`config.mk`:
```
export PLATFORM = sky130hd
export DESIGN_NAME = instr_mem_arbiter
export DESIGN_NICKNAME = d
export VERILOG_FILES = /design/src/rtl/instr_mem_arbiter.sv
export SDC_FILE = /design/constraint.sdc
export NUM_CORES = 1
export LEC_CHECK = 0
export CAP_MARGIN = 20
export CORE_AREA = 8 8 132 134
export CTS_CLUSTER_SIZE = 30
export DETAILED_ROUTE_END_ITERATION = 8
export DIE_AREA = 0 0 140 142
export PLACE_DENSITY = 0.74
export SYNTH_ARGS = -nofsm -noshare
export SYNTH_HDL_FRONTEND = slang
export SYNTH_SLANG_ARGS = --single-unit
```
`constraint.sdc`:
```
create_clock -name clk -period 2.5 [get_ports clk]
set_clock_uncertainty 0.15 [all_clocks]
set_input_delay 0.625 -clock clk [delete_from_list [all_inputs] [get_ports clk]]
set_output_delay 0.625 -clock clk [all_outputs]
set_load 0.02 [all_outputs]
```
`src/rtl/instr_mem_arbiter.sv`:
```
// instr_mem_arbiter
//   Shares the instruction SRAM banks (32 bits x 512 rows each, 1-cycle read)
//   between processor fetch (RUN) and the program loader (LOAD).
//   A halfword address splits into bank = a[12:10], row = a[9:1], half = a[0].
//   Mode changes pass through one idle cycle in each direction:
//   RUN -> DRAIN -> LOAD -> SWITCH -> RUN.
// Ports
//   clk, reset_n        clock, asynchronous active-low reset
//   load_mode           level: 1 = loader owns the memory, processor stalled
//   ld_valid/ld_ready   loader write handshake; ld_addr/ld_data = halfword write
//   ld_done             1-cycle pulse when LOAD is left
//   cpu_req/cpu_addr    fetch request; cpu_stall = fetch not accepted
//   cpu_instr/cpu_valid fetch result, one cycle after acceptance
//   mem_*               bank controls (per-bank csb, shared web/wmask/addr/wdata)
//   mem_rdata           bank read data, bank k at [32k+31:32k]
module instr_mem_arbiter #(
    parameter int BANKS  = 8,
    parameter int ADDR_W = 13,
    parameter int ROW_W  = 9
) (
    input  logic              clk,
    input  logic              reset_n,
    input  logic              load_mode,
    input  logic              ld_valid,
    output logic              ld_ready,
    input  logic [ADDR_W-1:0] ld_addr,
    input  logic [15:0]       ld_data,
    output logic              ld_done,
    input  logic              cpu_req,
    input  logic [ADDR_W-1:0] cpu_addr,
    output logic              cpu_stall,
    output logic [15:0]       cpu_instr,
    output logic              cpu_valid,
    output logic [7:0]        mem_csb,
    output logic              mem_web,
    output logic [3:0]        mem_wmask,
    output logic [ROW_W-1:0]  mem_addr,
    output logic [15:0]       mem_wdata,
    input  logic [255:0]      mem_rdata
);

    typedef enum logic [1:0] {RUN, DRAIN, LOAD, SWITCH} state_t;

    // One bit per bank number that is actually populated.
    localparam logic [8:0] BANK_LIMIT   = 9'(1) << BANKS;
    localparam logic [7:0] BANK_PRESENT = 8'(BANK_LIMIT - 9'd1);

    state_t      state_q, state_d;
    logic        fetch_go;
    logic        rd_pend_q;
    logic [2:0]  rd_bank_q;
    logic        rd_half_q;
    logic        rd_oob_q;
    logic [15:0] instr_hold_q;
    logic [31:0] rd_word;
    logic [15:0] rd_half_data;

    logic [2:0] cpu_bank, ld_bank;
    assign cpu_bank = cpu_addr[ADDR_W-1 -: 3];
    assign ld_bank  = ld_addr[ADDR_W-1 -: 3];

    // Bank controls are decoded from the current-cycle request; the SRAMs
    // register them on clk. Everything is forced idle while reset is held so
    // no access leaks out during an asynchronous reset.
    always_comb begin
        state_d   = state_q;
        ld_ready  = 1'b0;
        ld_done   = 1'b0;
        cpu_stall = 1'b0;
        fetch_go  = 1'b0;
        mem_csb   = '1;
        mem_web   = 1'b1;
        mem_wmask = '0;
        mem_addr  = '0;
        mem_wdata = '0;
        if (reset_n) begin
            case (state_q)
                RUN: begin
                    if (load_mode) begin
                        cpu_stall = 1'b1;
                        state_d   = DRAIN;
                    end else if (cpu_req) begin
                        fetch_go = 1'b1;
                        mem_addr = cpu_addr[ROW_W:1];
                        if (BANK_PRESENT[cpu_bank]) mem_csb[cpu_bank] = 1'b0;
                    end
                end
                DRAIN: begin
                    cpu_stall = 1'b1;
                    state_d   = LOAD;
                end
                LOAD: begin
                    cpu_stall = 1'b1;
                    if (!load_mode) begin
                        state_d = SWITCH;
                    end else begin
                        ld_ready = 1'b1;
                        if (ld_valid) begin
                            mem_web   = 1'b0;
                            mem_wmask = ld_addr[0] ? 4'b1100 : 4'b0011;
                            mem_addr  = ld_addr[ROW_W:1];
                            mem_wdata = ld_data;
                            // Out-of-range writes complete the handshake but touch no bank.
                            if (BANK_PRESENT[ld_bank]) mem_csb[ld_bank] = 1'b0;
                        end
                    end
                end
                SWITCH: begin
                    ld_done   = 1'b1;
                    cpu_stall = 1'b1;
                    state_d   = RUN;
                end
                default: state_d = RUN;
            endcase
        end
    end

    always_ff @(posedge clk or negedge reset_n) begin
        if (!reset_n) begin
            state_q      <= RUN;
            rd_pend_q    <= 1'b0;
            rd_bank_q    <= '0;
            rd_half_q    <= 1'b0;
            rd_oob_q     <= 1'b0;
            instr_hold_q <= '0;
        end else begin
            state_q      <= state_d;
            rd_pend_q    <= fetch_go;
            instr_hold_q <= cpu_instr;
            if (fetch_go) begin
                rd_bank_q <= cpu_bank;
                rd_half_q <= cpu_addr[0];
                rd_oob_q  <= ~BANK_PRESENT[cpu_bank];
            end
        end
    end

    // Return path: select the bank and half captured with the request.
    always_comb begin
        rd_word      = mem_rdata[{rd_bank_q, 5'b0} +: 32];
        rd_half_data = rd_half_q ? rd_word[31:16] : rd_word[15:0];
    end

    assign cpu_valid = rd_pend_q;
    assign cpu_instr = rd_pend_q ? (rd_oob_q ? 16'h0000 : rd_half_data) : instr_hold_q;

endmodule

```
# Word level (Yosys, flattened, before mapping)
# Memories as Yosys holds them, arrays and structs flattened.
# Index checks and enable logic that the tools add are counted.
[word_totals]
rom_bits = 16
regBits = 24
output_inout_bits = 58
word_cells = 76
mem_count = 2
[op_classes]
shifts = 1
mux = 50
bitwise = 3
n_reduce_logical = 5
magnitude_cmp = 4
n_eq_ne = 5
[mem_list]
columns = ["name", "depth", "width", "read_ports", "rd_clocked_by_memory_dff", "write_ports", "line_no", "text"]
rows = [
  ["(name not given)", 8, 1, 1, 0, 0, "133", "rd_oob_q <= ~BANK_PRESENT[cpu_bank];"],
  ["(name not given)", 8, 1, 1, 0, 0, "104", "if (BANK_PRESENT[ld_bank]) mem_csb[ld_bank] = 1'b0;"],
]
[ops]
columns = ["op", "n"]
rows = [
  ["$shiftx A256 B9 Y32", 1],
  ["$mux W16", 7],
  ["$mux W8", 7],
  ["$mux W9", 5],
  ["$mux W4", 5],
  ["$mux W1", 18],
  ["$pmux W9 S2", 1],
  ["$not A8 Y8", 2],
  ["$pmux W8 S2", 1],
  ["$lt A3 B4 Y1 const B", 2],
  ["$pmux W2 S4", 1],
  ["$demux W1 S3", 2],
  ["$ge A3 B1 Y1 const B", 2],
  ["$eq A2 B2 Y1 const B", 2],
  ["$mux W2", 2],
  ["$ne A2 B2 Y1 const B", 2],
  ["$reduce_and A3 Y1", 1],
  ["$reduce_or A3 Y1", 1],
  ["$eq A2 B1 Y1 const B", 1],
  ["$logic_and A1 B1 Y1", 2],
  ["$logic_not A2 Y1", 1],
  ["$pmux W1 S2", 1],
  ["$not A1 Y1", 1],
]

# Longest topological paths before layout
[depth]
depth_word = 10
depth_mapped = 8
ltp_nobuf = 5

# Worst setup path after synthesis
# Ideal clock, no wire load.
[synth_path]
kind = "input to output"
from = "in reset_n"
to = "out mem_wmask[1]"
t_required_ps = 1725
slack_ps = -525
arrival_ps = 2250
stages = 7
cell_sequence = "buf_2 > and3_1 > buf_2 > clkbuf_1 > nand2_1 > nor2_1 > buf_4"
[synth_between]
elab_chain_cells = 1
[synth_lines]
columns = ["item", "line_no", "text"]
rows = [
  ["from (decl)", "22", "input logic reset_n,"],
  ["$mux W4", "76", "if (reset_n) begin"],
  ["to (decl)", "36", "output logic [3:0] mem_wmask,"],
]
# No other way between the ends.

# Final worst setup path
[layout_path]
from = "reg rd_bank_q[2]"
to = "out cpu_instr[9]"
[layout_between]
elab_chain_cells = 4
[layout_lines]
columns = ["item", "line_no", "text"]
rows = [
  ["from (decl)", "51", "logic [2:0] rd_bank_q;"],
  ["from (signal assigned)", "131", "rd_bank_q <= cpu_bank;"],
  ["$shiftx A256 B9 Y32", "140", "rd_word = mem_rdata[{rd_bank_q, 5'b0} +: 32];"],
  ["$mux W16", "141", "rd_half_data = rd_half_q ? rd_word[31:16] : rd_word[15:0];"],
  ["$mux W16 (2 in a row)", "145", "assign cpu_instr = rd_pend_q ? (rd_oob_q ? 16'h0000 : rd_half_data) : instr_hold_q;"],
  ["to (decl)", "32", "output logic [15:0] cpu_instr,"],
]
# No other way between the ends.

==> flow_summary_export.csv <==
group,metric,value,unit
outcome,status,"finished with violations",
outcome,violations,"setup timing",
sta,drv_slew,0,
clocking,cts_tree,"yes",
floorplan,initial_utilization,0.230,
floorplan,pin_count,361,
grt,grt_pass1_wl,32.1,mm
detailed_routing,drtIter0Drc,172,
grt,grt_pass1_vias,5286,
pwr,vdd_drop_max,0.410,mV
setup_path,cp_data_required_time,1.73,ns
clocking,ctsLongestPathBuffers,2,
detailed_routing,ant_nets,0,
job,maxCapViolCount,0,
clocking,cts-buffers-inserted,3,
floorplan,dieHeight,142,um
setup_path,r2r_cells,7,
setup_path,r2r_setup_slack,0.38,ns
logic_synthesis,yosysTopAreaCell,"mux4_2",
grt,overflow,0,
pwr,power.share.clock,0.047,
setup_path,critPathKind,"flop to output pin",
grt,grt_max_degree,31,
logic_synthesis,synth-main-ff-cell,"dfrtp_1",
setup_path,critical_path.max_fanout,7,
layout,fin_area,8210,um2
pwr,sw_frac_of_total,0.417,
detailed_routing,via_count,4514,
sta,fin_ws,-0.356,ns
logic_synthesis,syn_inst,293,
clocking,cts_root_buf,"clkbuf_16",
sta,max_freq,0.350,GHz
clocking,cts_max_level,1,
placement,portBuffers,360,
placement,gp_congestion,0.915,
logic_synthesis,synth_nets,600,
clocking,numClockSinks,23,
sta,rsz0062_at_grt,"true",
placement,place_hpwl,18.0,mm
logic_synthesis,yosysWarnings,0,
pwr,p_leak,3.27,nW
pwr,comb_power_share,0.858,
sta,worst_pin_slew,0.353,ns
hold_path,worstHoldPathType,"input port to asynchronous set/reset pin",
pwr,pwr-share-seq,0.094,
clocking,clk_latency,0.25,ns
sta,fin_crit,2.86,ns
floorplan,dieArea,19900,um2
logic_synthesis,ys_top_cells_by_area,"mux4_2 (34%), dfrtp_1 (16%), mux4_1 (8.1%), mux2i_1 (4.8%), buf_6 (3.5%)",
layout,finish.utilization,0.533,
setup_path,crit_arrival,2.08,ns
logic_synthesis,synth-seq-area-share,0.162,
pwr,p_per_area,878,nW/um2
logic_synthesis,yosysTopAreaCellShare,0.336,
floorplan,core_area,15400,um2
clocking,clkTransAtPathRegs,0.06,ns
logic_synthesis,synth_edf_count,0,
logic_synthesis,syn_area_per_cell,12.1,um2
logic_synthesis,synth.distinct_cells,37,
sta,setup_violations,16,
floorplan,die_x,140,um
sta,fin_crit_sh,1.14,
logic_synthesis,syn_area,3550,um2
pwr,p_sw,3.01,mW
grt,antenna_found_initial,0,
grt,track_usage,0.210,
sta,holdWs,0.330,ns
clocking,cts_hold_buffers,0,
setup_path,endpoint_kind,"output pin",
detailed_routing,drt-vias-per-instance,5.08,
detailed_routing,wirelength,22.0,mm
logic_synthesis,ys_top_cells_by_count,"mux4_2 (53), nor2_1 (28), dfrtp_1 (23), and3_1 (19), mux2i_1 (17)",
logic_synthesis,yosysMostFrequentCell,"mux4_2",
detailed_routing,post_drt_wl_per_cell,24.7,um
logic_synthesis,ys_async_sr_fraction,1.00,
setup_path,crit_path_start_kind,"flop",
sta,hold_violations,0,
detailed_routing,dr.pass1.iters,4,
logic_synthesis,synth-seq-cells,23,
pwr,p_int,4.21,mW
placement,place_area,7620,um2
floorplan,rows,46,
layout,nets,1004,
layout,layout-drive-gt1-share,0.401,
detailed_routing,drc,0,
layout,syn_to_final_growth,131,%
sta,slew_headroom,0.764,
[layer usage]
layer,vias to the layer above,global-route usage,share of wire
met1,2186,0.207,0.34
met5,-,0,0
met3,26,0.0725,0.086
met2,256,0.413,0.55
met4,0,0.0457,0.022
li1,2046,-,-
[worst max-delay path: stages (launching register included)]
cell and delay, ns:
dfrtp_4 0.56, buf_6 0.15, buf_8 0.13, mux4_2 0.36
mux2i_4 0.08, a221oi_2 0.34, buf_4 0.20
[cells by family after synthesis]
kind of cell    count (synthesis)  synth area share
mux                            85             0.478
simple gates                   74             0.107
compound gates                 63             0.133
buf+inv                        44             0.105
flops                          23             0.162
fa+ha+maj                       4            0.0141
[worst paths after layout]
check | end | startpoint
max in group asynchronous | instr_hold_q[8] | reset_n
setup / recovery | cpu_instr[9] | rd_bank_q[2]
hold / removal | rd_bank_q[2] | reset_n
setup reg to reg | instr_hold_q[10] | rd_bank_q[2]
min in group clk | rd_half_q | rd_half_q
hold reg to reg | rd_half_q | rd_half_q
[final cells by class]
cell class              instances  area, um2
clock inverters                 1       5.00
repair buffers                439       4200
flip-flops and latches         23        583
inverters                       4       15.0
clock buffers                   3       75.1
diodes                          1       2.50
multi-input cells             226       3100
well taps                     192        240
fillers                      1350       7210
[state kept, by name, indices dropped and copies added, names as in the netlist]
signal and cells:
instr_hold_q 16, rd_bank_q 3, state_q 2, cpu_valid 1, rd_half_q 1
[power groups by stage]
stage               Combinational, mW  Clock, mW  Sequential [mW]
floorplan                        2.96          0            0.594
global placement                 4.80          0            0.716
detailed placement               4.87          0            0.722
CTS                              6.07      0.352            0.680
global route                     6.56      0.370            0.705
finish                           6.19      0.342            0.682
[metrics by stage]
step           setup slack (ns)  power (mW)  setup TNS, ns  instances
3_3_place_gp             -0.919        5.51         -41.12        867
6_report                 -0.356        7.21          -4.82        889
2_1_floorplan            -0.173        3.56          -1.73        293
5_1_grt                  -0.422        7.64          -6.05        888
4_1_cts                  -0.365        7.10          -4.88        885
3_5_place_dp             -0.933        5.59         -42.71        867
[placed cells by master (no fill, tap or decap), types with 3 or more instances in the layout]
cell type	n
nand3_1	9
clkdlybuf4s15_1	3
buf_2	30
buf_4	66
buf_12	9
mux2i_1	4
o22ai_4	8
buf_8	5
nand2b_1	4
clkdlybuf4s50_1	251
buf_6	23
clkbuf_16	3
mux2i_4	9
a221oi_2	10
nor2_1	27
a221oi_4	4
mux2_2	4
o31ai_1	4
mux4_2	63
nand2_1	3
dlygate4sd2_1	46
dfrtp_1	21
a22oi_2	8
and3_1	17
o21ai_0	6
mux2i_2	4
o22ai_2	7
[repair_timing]
item,CTS,global route
endpoints found under the hold margin,0,0
setup endpoints to repair,57,50
gates cloned,2,1
buffers inserted,21,3
resized for setup,386,57
pin swaps,24,5
Note: power is estimated with default switching activity, not from simulation.
